===== config.mk =====
export PLATFORM = sky130hd
export DESIGN_NAME = mem_access_arbiter
export DESIGN_NICKNAME = d
export VERILOG_FILES = /design/src/rtl/mem_access_arbiter.sv
export SDC_FILE = /design/constraint.sdc
export NUM_CORES = 1
export LEC_CHECK = 0
export CAP_MARGIN = 20
export CORE_MARGIN = 5
export CORE_UTILIZATION = 39
export DETAILED_ROUTE_END_ITERATION = 10
export HOLD_SLACK_MARGIN = 0.1
export PLACE_DENSITY = 0.77
export SYNTH_ARGS = -nofsm -noshare
export SYNTH_HDL_FRONTEND = slang
export SYNTH_SLANG_ARGS = --single-unit

===== constraint.sdc =====
create_clock -name clk -period 1.85 [get_ports clk]
set_input_delay 0.555 -clock clk [delete_from_list [all_inputs] [get_ports clk]]
set_output_delay 0.555 -clock clk [all_outputs]
set_load 0.03 [all_outputs]

===== src/rtl/mem_access_arbiter.sv =====
// Arbiter between the IF-stage fetch port and the MEM-stage load/store port
// for a single-ported unified memory. One access is in flight at a time. Data
// requests win by default, and a starvation counter forces a fetch grant after
// STARVE_MAX consecutive data wins.
module mem_access_arbiter #(
   parameter int unsigned ADDR_W     = 8,
   parameter int unsigned DATA_W     = 32,
   parameter int unsigned MEM_LAT    = 1,
   parameter int unsigned STARVE_MAX = 4
) (
   input  logic              clk,
   input  logic              rst,
   input  logic              if_req,
   input  logic [ADDR_W-1:0] if_addr,
   output logic              if_gnt,
   output logic              if_rvalid,
   output logic [DATA_W-1:0] if_rdata,
   input  logic              d_req,
   input  logic              d_we,
   input  logic [2:0]        d_funct3,
   input  logic [ADDR_W-1:0] d_addr,
   input  logic [DATA_W-1:0] d_wdata,
   output logic              d_gnt,
   output logic              d_rvalid,
   output logic [DATA_W-1:0] d_rdata,
   output logic              mem_en,
   output logic              mem_we,
   output logic [2:0]        mem_funct3,
   output logic [ADDR_W-1:0] mem_addr,
   output logic [DATA_W-1:0] mem_wdata,
   input  logic [DATA_W-1:0] mem_rdata,
   output logic              busy
);

   localparam int unsigned LAT_W = (MEM_LAT > 1) ? $clog2(MEM_LAT) : 1;
   localparam int unsigned STV_W = $clog2(STARVE_MAX + 1);

   typedef enum logic [1:0] {
      IDLE  = 2'd0,
      ISSUE = 2'd1,
      WAIT  = 2'd2
   } state_t;

   state_t            state;
   state_t            state_nxt;

   // Latched access, captured on the grant cycle
   logic              owner_d;     // 1 = data port owns the access
   logic [ADDR_W-1:0] addr_q;
   logic              we_q;
   logic [2:0]        funct3_q;
   logic [DATA_W-1:0] wdata_q;

   logic [STV_W-1:0]  starve_cnt;
   logic [LAT_W-1:0]  lat_cnt;
   logic [DATA_W-1:0] if_rdata_q;
   logic [DATA_W-1:0] d_rdata_q;

   logic              force_fetch;
   logic              done;
   logic [DATA_W-1:0] resp_data;

   // State register
   always_ff @(posedge clk or negedge rst) begin
      if (!rst) state <= IDLE;
      else      state <= state_nxt;
   end

   // Next state, grants, memory strobes and completion pulses
   always_comb begin
      state_nxt   = state;
      force_fetch = (starve_cnt == STV_W'(STARVE_MAX)) && if_req;
      if_gnt      = 1'b0;
      d_gnt       = 1'b0;
      mem_en      = 1'b0;
      mem_we      = 1'b0;
      mem_funct3  = '0;
      mem_addr    = '0;
      mem_wdata   = '0;
      done        = 1'b0;
      unique case (state)
         IDLE: begin
            d_gnt  = d_req && !force_fetch;
            if_gnt = if_req && (!d_req || force_fetch);
            if (if_gnt || d_gnt) state_nxt = ISSUE;
         end
         ISSUE: begin
            mem_en     = 1'b1;
            mem_we     = we_q;
            mem_funct3 = funct3_q;
            mem_addr   = addr_q;
            mem_wdata  = wdata_q;
            state_nxt  = WAIT;
         end
         WAIT: begin
            if (lat_cnt == '0) begin
               done      = 1'b1;
               state_nxt = IDLE;
            end
         end
         default: state_nxt = IDLE;
      endcase
   end

   // Completion: rdata is presented straight from memory on the pulse cycle
   // and held in a register afterwards, so the port reads valid data on the
   // pulse and keeps it until the next completion for that port.
   always_comb begin
      resp_data = we_q ? '0 : mem_rdata;
      if_rvalid = done && !owner_d;
      d_rvalid  = done && owner_d;
      if_rdata  = if_rvalid ? resp_data : if_rdata_q;
      d_rdata   = d_rvalid  ? resp_data : d_rdata_q;
      busy      = (state != IDLE);
   end

   // Capture the winning request
   always_ff @(posedge clk or negedge rst) begin
      if (!rst) begin
         owner_d  <= 1'b0;
         addr_q   <= '0;
         we_q     <= 1'b0;
         funct3_q <= '0;
         wdata_q  <= '0;
      end else if (if_gnt) begin
         owner_d  <= 1'b0;
         addr_q   <= if_addr;
         we_q     <= 1'b0;
         funct3_q <= 3'b010;
         wdata_q  <= '0;
      end else if (d_gnt) begin
         owner_d  <= 1'b1;
         addr_q   <= d_addr;
         we_q     <= d_we;
         funct3_q <= d_funct3;
         wdata_q  <= d_wdata;
      end
   end

   // Count data wins that happened while fetch was waiting
   always_ff @(posedge clk or negedge rst) begin
      if (!rst) begin
         starve_cnt <= '0;
      end else if (if_gnt) begin
         starve_cnt <= '0;
      end else if (d_gnt && if_req && (starve_cnt != STV_W'(STARVE_MAX))) begin
         starve_cnt <= starve_cnt + 1'b1;
      end
   end

   // Memory latency countdown
   always_ff @(posedge clk or negedge rst) begin
      if (!rst) begin
         lat_cnt <= '0;
      end else if (state == ISSUE) begin
         lat_cnt <= LAT_W'(MEM_LAT - 1);
      end else if ((state == WAIT) && (lat_cnt != '0)) begin
         lat_cnt <= lat_cnt - 1'b1;
      end
   end

   // Hold the last returned data per port
   always_ff @(posedge clk or negedge rst) begin
      if (!rst) begin
         if_rdata_q <= '0;
         d_rdata_q  <= '0;
      end else begin
         if (if_rvalid) if_rdata_q <= resp_data;
         if (d_rvalid)  d_rdata_q  <= resp_data;
      end
   end

endmodule


==> results by group, run 1 <==
Outcome
  – Status: finished with violations
  – Failing checks: setup timing

Clock network
  – Clk_lat worst skew: about 0.4 ns
  – CTS Buf Count: 17
  – Root Buffer: clkbuf_16
  – CTS Hold Bufs: 0
  – Max clock buf depth: 2
  – CTS tree: done
  – H-tree levels: 4
  – Num Clock Sinks: roughly 120
  – Worst-path clk slew: about 0.06 ns

Detailed routing
  – Antenna-violating nets left: 0
  – DR pass1 iterations: 4
  – Via count: 4,736
  – DRT iter0 DRCs: 231
  – Vias per cell: 5.187
  – WL final: around 20,000 um
  – Wire length per cell: approximately 22 um
  – Post-route DRC: 0

Floorplanning
  – Die height: 121.5 um
  – Starting Density: between 30 and 40%
  – Die ar.: around 0.015 mm^2
  – Site Rows: 40
  – Core area: between 0.01 and 0.015 mm^2
  – DIE WIDTH: approximately 120 um
  – IO Pins: around 200

Placement
  – Dpl cells: just over 800
  – Placer Congestion: between 0.7 and 0.8
  – DPL Wire Length: a little under 10,000 um
  – Port Buffers: between 200 and 250

Power
  – VDD IR max: about 920 uV
  – Design Power: around 21 mW
  – PD cells: around 2100 mW/mm^2
  – Leakage: approximately 4.5 nW

Critical path
  – Startpoint types: register
  – Max FO, Critical Path: 12
  – Worst EP arrival: 2.09 ns
  – Critical path class: reg -> out
  – WP data required: about 1.3 ns
  – CP Capture Type: output port

Job
  – Number of max-cap violations: 0

Timing
  – Final Worst Setup Slack: -0.7934 ns
  – Hold slack: around 0.15 ns
  – Final period utilization: 142.9%
  – RSZ-0062 raised after global routing: true
  – Setup violations, final: 116
  – Max Clock Skew: 0.01245 ns
  – Fmax: around 380 MHz
  – Max Transition Viols Final: 0
  – Worst Max-Slew Pin Slew: just under 0.5 ns
  – Final Critical Period: 2.643 ns
  – Worst slew margin: between 60% and 70%
  – Fin. Hold Viols: 0

Synth
  – Count of cell types in the netlist: 35
  – Cell taking the most area after synthesis: dfrtp_1
  – Synth Area per Inst: between 10 and 15 um^2
  – Yosys warns: 0
  – Seq/Total Area, Yosys: roughly 59%
  – Top post-synthesis cells by area: dfrtp_1 59%, a22o_1 6.3%, and2_1 5.7%
  – Top_reg_cell synth: dfrtp_1
  – Synth Register Bits: between 100 and 150
  – Cells after Synth: roughly 440
  – Share of the synthesized area in the top cell type: around 59%
  – Syn Nets: approximately 530
  – FFs w/ async S/R, synth: between 90% and 100%
  – EDFF count, synth: 0
  – Post-Synthesis Cell Area: 0.004845 mm^2

Cells and area
  – Post-route insts no fill: 913
  – Syn-to-layout area delta: 101.9%
  – Layout cells sized above 1: a little under three fifths
  – Commonest non-fill, non-tap cell in the layout: buf_6
  – Most frequent cells in the layout: 123 x buf_6, 115 x dfrtp_1, 84 x clkdlybuf4s50_1, 71 x buf_4, 58 x o21ai_4
  – # diodes: 0
  – Final net count: between 800 and 900

Global routing
  – Grt ovf: 0
  – First-pass GRT wire length: ~28,000 um
  – Vias in the first global route: ~5,100
  – Initial antenna violation count: 0
  – All-Layer GR Usage: between 20% and 30%
  – Largest net degree at the start of global routing: 80

Hold path
  – Hold Path Class: in -> async
[metal layers]
layer  part of all wire, %  wire length [um]  GRT usage, %  vias to the layer above
li1                      -                 -             -                     2090
met1                    38              7649         28.90                     2385
met2                    52             10320         42.42                      213
met3                   6.8              1354         6.900                       48
met4                   3.3               664         7.073                        0
met5                     0                 0             0                        -
[sequential cells by signal (all words and copies together) (netlist names)]
| signal | cells |
|---|---|
| d_rdata_q | 32 |
| if_rdata_q | 32 |
| wdata_q | 32 |
| addr_q | 8 |
| funct3_q | 3 |
| starve_cnt | 3 |
| state | 2 |
| lat_cnt | 1 |
| owner_d | 1 |
| we_q | 1 |
[cell usage after synthesis, types with 2 or more instances]
master    number
a21boi_0       8
a221o_1        8
a22o_1        35
and2_1        44
buf_2         10
buf_6          6
clkbuf_1      15
dfrtp_1      115
ha_1           2
inv_1          9
nand2_1       67
nand2b_1      32
nand3_1        2
o21ai_0       35
o21ai_1       15
o21ai_2       17
[worst max-delay path, stage by stage, from the launching register on]
cell and delay [ns]:
dfrtp_1 0.40, or4b_4 0.64, buf_6 0.22, nand2_1 0.16, o21ai_4 0.10, buf_12 0.15
[kinds of logic after synthesis]
logic type / synth area share, %
and+or+nand+nor: 17.12
DFF: 59.40
buffers and inverters: 4.468
adders and majority gates: 0.5164
AOI/OAI and AO/OA: 18.49
[stage by stage]
step | util (%) | instance area (um^2) | setup WS (ns) | setup TNS, ns
after floorplan | - | 5226 | -0.1841 | -8.610
after global placement | 61.84 | 7490 | -0.4647 | -27.06
after detailed placement | 61.84 | 7490 | -0.4762 | -29.44
after CTS | 75.19 | 9106 | -0.7531 | -71.91
after global routing | 80.77 | 9783 | -0.8392 | -73.76
final | 80.77 | 9783 | -0.7934 | -66.95
[area by class of cell]
class                   instances  area (um^2)
repair buffers                307         3337
flip-flops and latches        115         2878
multi-input cells             282         2720
fillers                       641         2328
clock buffers                  22        464.2
well taps                     168        210.2
clock inverters                10        131.4
inverters                       9        42.54
[path summary, 6_finish.rpt]
path	startpoint	endpoint	slack, ns	cells past startpoint
worst min-delay path	rst	d_rdata_q[2]$_DFF_PN0_	0.15	2
worst max-delay path	state[0]$_DFFE_PN0P_	if_rdata[22]	-0.79	5
worst min register to register	if_rdata_q[27]$_DFF_PN0_	if_rdata_q[27]$_DFF_PN0_	0.49	2
max in group asynchronous	rst	if_rdata_q[18]$_DFF_PN0_	1.26	2
min in group clk	if_rdata_q[27]$_DFF_PN0_	if_rdata_q[27]$_DFF_PN0_	0.49	2
worst max register to register	state[0]$_DFFE_PN0P_	if_rdata_q[28]$_DFF_PN0_	-0.13	7
[what timing repair did]
item                                    4_1_cts  5_1_grt
endpoints found under the setup margin      158      157
setup buffers                                23       32
pin swaps                                    12       49
resized for setup                           128      208
gates cloned                                 13        3
[report_power, final]
part | internal (mW) | total [mW] | switching [mW] | leakage (nW)
Clock | 2.18 | 3.33 | 1.15 | 0.294
Combinational | 6.30 | 13.3 | 6.97 | 2.73
Sequential | 3.69 | 4.42 | 0.731 | 1.46
Total | 12.2 | 21.0 | 8.85 | 4.48
Note: power is estimated with default switching activity, not from simulation.
==> run 2, diff against run 1 <==
- CTS_CLUSTER_SIZE: not set -> 14
==> results of run 2 <==
The final DEF is identical to that of run 1; final timing and power are the same.
